$ cat src/rtl/ram_wport_arbiter.sv
// ram_wport_arbiter: round-robin write-port arbiter with lock and a registered RAM write stage
module ram_wport_arbiter #(
  parameter int ENTRY_CNT = 32,
  parameter int ENTRY_WIDTH = 32,
  parameter int N_REQ = 4,
  localparam int AW = $clog2(ENTRY_CNT),
  localparam int IW = $clog2(N_REQ)
) (
  input  logic                              clk,
  input  logic                              rst_n,
  input  logic [N_REQ-1:0]                  req_valid,
  input  logic [N_REQ-1:0]                  req_lock,
  input  logic [N_REQ-1:0][AW-1:0]          req_adr,
  input  logic [N_REQ-1:0][ENTRY_WIDTH-1:0] req_dat,
  output logic [N_REQ-1:0]                  req_ready,
  input  logic                              stall,
  output logic                              ram_wr,
  output logic [AW-1:0]                     ram_wadr,
  output logic [ENTRY_WIDTH-1:0]            ram_wdat,
  output logic [IW-1:0]                     grant_id,
  output logic                              locked,
  output logic [15:0]                       wr_count
);
  typedef enum logic {IDLE, LOCKED} state_e;
  state_e state_q, state_d;
  logic [IW-1:0] owner_q, owner_d, rr_ptr_q, rr_ptr_d, grant_id_q, grant_id_d, hs_id, idx;
  logic [AW-1:0] ram_wadr_q, ram_wadr_d;
  logic [ENTRY_WIDTH-1:0] ram_wdat_q, ram_wdat_d;
  logic [15:0] wr_count_q, wr_count_d;
  logic [IW:0] sum;
  logic ram_wr_q, ram_wr_d, hs, found;
  // grant: first valid requester at or after rr_ptr, or only the owner while locked
  always_comb begin
    req_ready = '0;
    found = 1'b0;
    sum = '0;
    idx = '0;
    for (int k = 0; k < N_REQ; k++) begin
      sum = {1'b0, rr_ptr_q} + (IW+1)'(k);
      idx = (sum >= (IW+1)'(N_REQ)) ? IW'(sum - (IW+1)'(N_REQ)) : IW'(sum);
      if (!found && req_valid[idx]) begin
        req_ready[idx] = 1'b1;
        found = 1'b1;
      end
    end
    if (state_q == LOCKED) begin
      req_ready = '0;
      req_ready[owner_q] = req_valid[owner_q];
    end
    if (stall || !rst_n) req_ready = '0;
  end
  // handshake decode: at most one requester is ready, so the last match is the only one
  always_comb begin
    hs = 1'b0;
    hs_id = '0;
    for (int i = 0; i < N_REQ; i++)
      if (req_valid[i] && req_ready[i]) begin
        hs = 1'b1;
        hs_id = IW'(i);
      end
  end
  // next state: write stage capture, rotation pointer, lock FSM, saturating beat counter
  always_comb begin
    state_d = state_q;
    owner_d = owner_q;
    rr_ptr_d = hs ? ((hs_id == IW'(N_REQ-1)) ? '0 : hs_id + 1'b1) : rr_ptr_q;
    ram_wr_d = hs;
    ram_wadr_d = hs ? req_adr[hs_id] : ram_wadr_q;
    ram_wdat_d = hs ? req_dat[hs_id] : ram_wdat_q;
    grant_id_d = hs ? hs_id : grant_id_q;
    wr_count_d = (ram_wr_q && wr_count_q != 16'hFFFF) ? wr_count_q + 16'd1 : wr_count_q;
    if (state_q == IDLE) begin
      if (hs && req_lock[hs_id]) begin
        state_d = LOCKED;
        owner_d = hs_id;
      end
    end else if (!req_valid[owner_q] || (hs && !req_lock[hs_id])) state_d = IDLE;
  end
  // state registers; reset also kills any in-flight write beat
  always_ff @(posedge clk or negedge rst_n) begin
    if (!rst_n) begin
      state_q <= IDLE;
      owner_q <= '0;
      rr_ptr_q <= '0;
      ram_wr_q <= 1'b0;
      ram_wadr_q <= '0;
      ram_wdat_q <= '0;
      grant_id_q <= '0;
      wr_count_q <= '0;
    end else begin
      state_q <= state_d;
      owner_q <= owner_d;
      rr_ptr_q <= rr_ptr_d;
      ram_wr_q <= ram_wr_d;
      ram_wadr_q <= ram_wadr_d;
      ram_wdat_q <= ram_wdat_d;
      grant_id_q <= grant_id_d;
      wr_count_q <= wr_count_d;
    end
  end
  assign ram_wr = ram_wr_q;
  assign ram_wadr = ram_wadr_q;
  assign ram_wdat = ram_wdat_q;
  assign grant_id = grant_id_q;
  assign locked = (state_q == LOCKED);
  assign wr_count = wr_count_q;
endmodule

$ cat config.mk
export PLATFORM = sky130hd
export DESIGN_NAME = ram_wport_arbiter
export DESIGN_NICKNAME = d
export VERILOG_FILES = /design/src/rtl/ram_wport_arbiter.sv
export SDC_FILE = /design/constraint.sdc
export NUM_CORES = 1
export LEC_CHECK = 0
export ABC_CLOCK_PERIOD_IN_PS = 4570
export CORE_ASPECT_RATIO = 1.75
export CORE_UTILIZATION = 40
export CTS_CLUSTER_SIZE = 12
export DETAILED_ROUTE_END_ITERATION = 16
export HOLD_SLACK_MARGIN = 0.03
export PLACE_DENSITY = 0.86
export SKIP_LAST_GASP = 1
export SLEW_MARGIN = 20
export SYNTH_ARGS = -nofsm -noshare
export SYNTH_HDL_FRONTEND = slang
export SYNTH_SLANG_ARGS = --single-unit
export TNS_END_PERCENT = 100
$ cat constraint.sdc
create_clock -name clk -period 4.57 [get_ports clk]
set_input_delay 0.457 -clock clk [delete_from_list [all_inputs] [get_ports clk]]
set_output_delay 0.457 -clock clk [all_outputs]
set_load 0.005 [all_outputs]
* After elaboration in Yosys (flattened, before gate mapping)
Index checks and enable logic that the tools add are counted.
** Cells by class
- $add $sub $neg :: 9
- $mul :: 0
- Divide/modulo/power cells :: 0
- Order comparisons :: 15
- Equal/unequal tests :: 2
- Shift operators :: 0
- Multiplexer cells :: 50
- Bitwise gates (word level) :: 5
- Reduce and logical (&&, ||, !) cells :: 24
** Operator list (count)
- $bmux W32 S2 :: 1
- $mux W32 :: 1
- $mux W4 :: 6
- $mux W1 :: 22
- $lt A2 B3 Y1 const B :: 6
- $add A16 B1 Y16 const B :: 1
- $ne A16 B16 Y1 const B :: 1
- $logic_and A1 B1 Y1 :: 15
- $mux W2 :: 7
- $bmux W1 S2 :: 6
- $or A4 B4 Y4 :: 3
- $bmux W5 S2 :: 1
- $demux W1 S2 :: 5
- $ge A2 B1 Y1 const B :: 5
- $ge A3 B3 Y1 const B :: 3
- $sub A2 B1 Y2 const B :: 4
- $add A2 B2 Y3 const B :: 2
- $logic_not A1 Y1 :: 6
- $mux W5 :: 1
- $and A4 B4 Y4 :: 1
- $add A2 B1 Y3 const B :: 1
- $ge A2 B3 Y1 const B :: 1
- $add A2 B1 Y2 const B :: 1
- $eq A2 B2 Y1 const B :: 1
- 3 further kinds :: 4
** Storage, ports and cells
- Register bits :: 61
- Latch bits :: 0
- Memory bits (writable) :: 0
- Bits in read-only memories :: 0
- Bits of input ports :: 159
- Output and inout bits :: 61
- Logic and storage cells :: 113
- Memories kept :: 0

* Longest topological paths before layout
- Depth after elaboration :: 27
- Mapped depth :: 14
- Depth with buffers taken out :: 10

* Least setup slack after synthesis
No wires, ideal clock.
- Kind :: reg-to-reg
- Start :: register rr_ptr_q[0]
- End :: register ram_wadr_q[0], in the netlist ram_wadr[0]
- Library setup time :: 0.126 ns
- Arrival time :: 3.197 ns
- Data required time :: 4.444 ns
- Slack :: 1.247 ns
- Stages on the path, launching flop included :: 15
- Path buffers :: 4
- Period minus slack after synthesis :: 3.323 ns
- Cells stage by stage :: dfrtp_1 > buf_6 > inv_1 > ha_1 > buf_2 > mux2i_1 > mux2_2 > a41o_1 > o31a_1 > or2_1 > a311o_1 > buf_6 > buf_2 > nor2_1 > a21oi_1
** Between the ends
- Cells in the longest elaborated chain, start to end :: 22
- Elaborated cells between the ends (all ways) :: 74
- Classes of those cells :: add/sub: 7; order compare: 12; mux: 38; bitwise: 3; reduce/logical: 14
** Ends and longest elaborated chain
- start, declared :: RTL line 26 : logic [IW-1:0] owner_q, owner_d, rr_ptr_q, rr_ptr_d, grant_id_q, grant_id_d, hs_id, idx;
- start signal, assigned :: RTL line 93 : rr_ptr_q <= rr_ptr_d;
- branches (longest 13 deep; another with $add A2 B1 Y3)
- $mux W4 (*) :: RTL line 41 : if (!found && req_valid[idx]) begin
- $mux W4 (*) :: RTL line 46 : if (state_q == LOCKED) begin
- $mux W4 (*) :: RTL line 50 : if (stall || !rst_n) req_ready = '0;
- $logic_and A1 B1 Y1 :: RTL line 57 : if (req_valid[i] && req_ready[i]) begin
- $mux W1 :: RTL line 57
- $mux W2 (2 in a row) :: RTL line 57
- $bmux W5 S2 :: RTL line 68 : ram_wadr_d = hs ? req_adr[hs_id] : ram_wadr_q;
- $mux W5 (not written as such) :: RTL line 68
- end signal, assigned :: RTL line 95 : ram_wadr_q <= ram_wadr_d;
- end, declared :: RTL line 27 : logic [AW-1:0] ram_wadr_q, ram_wadr_d;
Mark *: on every way between the ends. The select of a mux whose other input is x is not followed.
A chain may end at the register's enable or synchronous reset.

* Worst setup path after layout
- Start :: input req_valid[3]
- End :: output req_ready[0]
** Between the ends
- Cells in the longest elaborated chain, start to end :: 14
- Elaborated cells between the ends (all ways) :: 29
- Classes of those cells :: mux: 19; bitwise: 4; reduce/logical: 6
** Ends and longest elaborated chain
- start, declared :: RTL line 11 : input logic [N_REQ-1:0] req_valid,
- $bmux W1 S2 :: RTL line 41
- $mux W1 (not written as such) :: RTL line 41
- $mux W1 :: RTL line 41
- $logic_not A1 Y1 :: RTL line 41
- $logic_and A1 B1 Y1 :: RTL line 41
- $mux W1 :: RTL line 41
- $logic_not A1 Y1 :: RTL line 41
- $logic_and A1 B1 Y1 :: RTL line 41
- $mux W1 :: RTL line 41
- $logic_not A1 Y1 :: RTL line 41
- $logic_and A1 B1 Y1 :: RTL line 41
- $mux W4 :: RTL line 41
- $mux W4 (*) :: RTL line 46
- $mux W4 (*) :: RTL line 50
- end, declared :: RTL line 15 : output logic [N_REQ-1:0] req_ready,
Every way passes the cells marked *; elsewhere a longest branch is shown, timed or not. The select of a mux whose other input is x is not followed.

==> results by group <==
Global routing
  – Met1 usage: slightly below 30%
  – First-pass GRT wire length: around 23 mm
  – Aggregate global routing overflow: 0
  – Met3 usage: under 10%
  – Vias in the first global route: roughly 4.5k
  – Initial antenna violation count: 0
  – GRT Overall Usage: ~28%
  – GR peak layer: met2
  – Met2 Use GR: 51.1%
  – Largest net degree at the start of global routing: 80

Synth
  – Post-synthesis sequential area ratio: between 30% and 40%
  – Flops & latches, synth: a little over 60
  – Main flop type after synthesis: dfrtp_1
  – Synth warn: 0
  – Post-Synthesis Cells: between 400 and 500
  – Yosys cell types: 53
  – Simple-gate share of the synthesized area: 14.1%
  – Synthesized area: ~0.0041 sq mm
  – Synth Area in Adders: ~2.7%
  – Synth async-reset ratio: between 90% and 100%
  – Mux contribution to synthesized area: a little over an eighth
  – Syn_nets: 640
  – Synth Area per Inst: roughly 8.8 sq um
  – Post-Synth XOR/XNOR Area: 2.97%
  – Number of synthesized flops with an enable pin: 0
  – Main combinational cell family by area after synthesis: compound AO/OA/AOI/OAI gates
  – Synth Area in Compound Gates: around 24%

Clocking
  – CTS Sinks: 61
  – CTS Buf Count: 9
  – CTS tree: built
  – Clk buf depth: 2
  – Post-CTS Resized: 0
  – CTS Hold Buffers Added: 0
  – Clock Latency Late Sink: roughly 0.32 ns
  – Setup Fix Bufs, Post-CTS: 0
  – Worst-path clk slew: around 0.05 ns
  – CTS root buffer: clkbuf_16
  – H-Tree Depth: 3

Timing
  – Peak Freq: approximately 250 MHz
  – RSZ-0062 raised after global routing: false
  – Period utilization: slightly below 90%
  – Final Hold Vio Count: 0
  – Slew Limit Fails: 0
  – Setup_tns: 0 ns
  – Worst Clk Skew: between 0.003 and 0.004 ns
  – Setup-failing EPs final: 0
  – Final Critical Period: about 4.0 ns
  – Slew @ Worst Pin: 0.772 ns
  – Relative slew slack: a little under 50%

Worst setup path
  – Reg2Reg Capture Point: ram_wdat[12]
  – Crit path kind: in2out
  – Critical Path Sink Type: output pin
  – R2R cell count: 11
  – Worst setup SP type: input port
  – CP top delay family: buffers and inverters
  – Crit-path cells: clkdlybuf4s50_1, mux2_1, mux2i_1, nand3_1, o211a_1, o22ai_1, a21boi_0, clkdlybuf4s50_1
  – CP max stage delay: 0.64 ns
  – Worst EP arrival: around 3.5 ns
  – Critical path fanouts, max: 13
  – Most used cell along the critical path: clkdlybuf4s50_1
  – CP required: ~4 ns
  – CP Buf/Inv Count: 2
  – FF-to-FF Start: rr_ptr_q[1]
  – Highest-delay cell along the critical path: clkdlybuf4s50_1
  – R2R Setup Slk: between 0.6 and 0.7 ns

Finish
  – Area growth, synth to finish: 61.0%
  – NumNets Final: ~840
  – Fraction of layout instances using a drive strength above 1: under 10%
  – Final core utilization: between 60% and 70%
  – N_diodes: 0
  – Non-filler instance count after layout: 801

Power and ir drop
  – P_leak: ~2.6 nW
  – Sw Share: a little under two fifths
  – Cell Int Power: just over 2 mW
  – Share of power burned in registers: 28.8%
  – P per Cell Area: 494 mW/mm^2
  – Clock Power Share: a little under a fifth
  – Overall power: ~3.3 mW
  – Worst vdd ir: approximately 0.23 mV
  – Logic pwr share: roughly 53%
  – NetSw: ~1.2 mW

Routing
  – Residual DRC: 0
  – Final WL: about 15 mm
  – WL/cell: 18.3 microns
  – Initial DRC Count: ~250
  – Post-route ant nets: 0
  – DR vias/cell: 5.65
  – Via Count: between 4k and 5k
  – TritonRoute pass-1 iters: 5

Placement
  – PortBufs: around 220
  – Final HPWL DP: ~12 mm
  – Dpl cells: slightly below 800
  – Routability congestion estimate from global placement: approximately 0.95

Die
  – IO Pins: between 200 and 250
  – Area of the core: about 0.010 sq mm
  – Initial core utilization: between 40% and 50%
  – Die H: 136 microns
  – Rows: 48
  – Die Width: 78.8 microns
  – Die Area: 0.0108 sq mm

Run
  – Max-Cap Viols: 0

Worst hold path
  – Worst hold-check path type: in2async

Outcome
  – Status: finished, final reports clean
==> sequential cells by signal, indices dropped and copies added (netlist names) <==
register / count
ram_wdat: 32
wr_count: 16
ram_wadr: 5
grant_id: 2
owner_q: 2
rr_ptr_q: 2
locked: 1
ram_wr: 1
==> logic make-up after synthesis <==
group,count (synthesis)
compound gates,156
xor+xnor,14
fa+ha+maj,9
buf+inv,49
flops,61
mux,50
simple gates,133
==> power by group through the flow <==
stage	Sequential (mW)	Clock, mW	Combinational, mW
after floorplan	0.924	0	0.903
after CTS	0.946	0.615	1.74
after global placement	0.947	0	1.70
after detailed placement	0.950	0	1.73
final	0.948	0.606	1.74
after global routing	0.973	0.642	1.89
==> layout by cell type (no fill, tap or decap), types with 7 or more instances in the layout <==
| master | count |
|---|---|
| inv_1 | 12 |
| a21oi_1 | 78 |
| a211oi_1 | 37 |
| xnor2_1 | 9 |
| clkbuf_16 | 9 |
| buf_4 | 7 |
| dfrtp_1 | 61 |
| mux2i_1 | 42 |
| clkdlybuf4s50_1 | 218 |
| ha_1 | 9 |
| nand2_1 | 15 |
| nor2_1 | 84 |
| a31oi_1 | 7 |
==> synth_stat cells (all sizes together) (5+ instances only) <==
cell type	n	area (sq um)
a211oi	37	278
a21oi	78	390
a31oi	8	56.3
and3	5	31.3
buf	23	141
clkbuf	14	53.8
dfrtp	61	1530
ha	9	113
inv	12	45.0
mux2i	42	420
nand2	15	56.3
nand3	6	30.0
nor2	84	315
o21ai	6	30.0
xnor2	9	78.8
xor2	5	43.8
==> metal layers <==
layer / vias up / share of wire (%)
met1: 2096 / 35
met5: - / 0
li1: 2121 / -
met2: 249 / 53
met3: 60 / 6.0
met4: 0 / 6.4
==> metrics by stage <==
| stage | setup slack [ns] | hold slack, ns | instance area (sq um) |
|---|---|---|---|
| after floorplan | 1.25 | 0.161 | 4130 |
| after global placement | 0.737 | 0.492 | 6390 |
| after detailed placement | 0.691 | 0.501 | 6390 |
| after CTS | 0.685 | 0.331 | 6660 |
| after global routing | 0.429 | 0.373 | 6660 |
| final | 0.618 | 0.301 | 6660 |
==> area by class of cell <==
| type | count | area, sq um |
|---|---|---|
| inverters | 12 | 45.0 |
| well taps | 125 | 156 |
| multi-input cells | 362 | 2400 |
| clock inverters | 2 | 10.0 |
| fillers | 840 | 3310 |
| clock buffers | 12 | 256 |
| flip-flops and latches | 61 | 1530 |
| repair buffers | 227 | 2260 |
==> worst max-delay path by stage <==
| stage | startpoint | endpoint | slack (ns) | cells past startpoint |
|---|---|---|---|---|
| finish | req_valid[3] | req_ready[0] | 0.62 | 8 |
| CTS | rr_ptr_q[1] | ram_wdat[11] | 0.69 | 11 |
| global placement | rr_ptr_q[1] | ram_wdat[10] | 0.74 | 11 |
| floorplan | rr_ptr_q[0] | ram_wadr[0] | 1.25 | 14 |
| detailed placement | rr_ptr_q[1] | ram_wdat[11] | 0.69 | 11 |
| global route | rr_ptr_q[1] | ram_wdat[11] | 0.43 | 11 |
(Power assumes the default switching activity.)
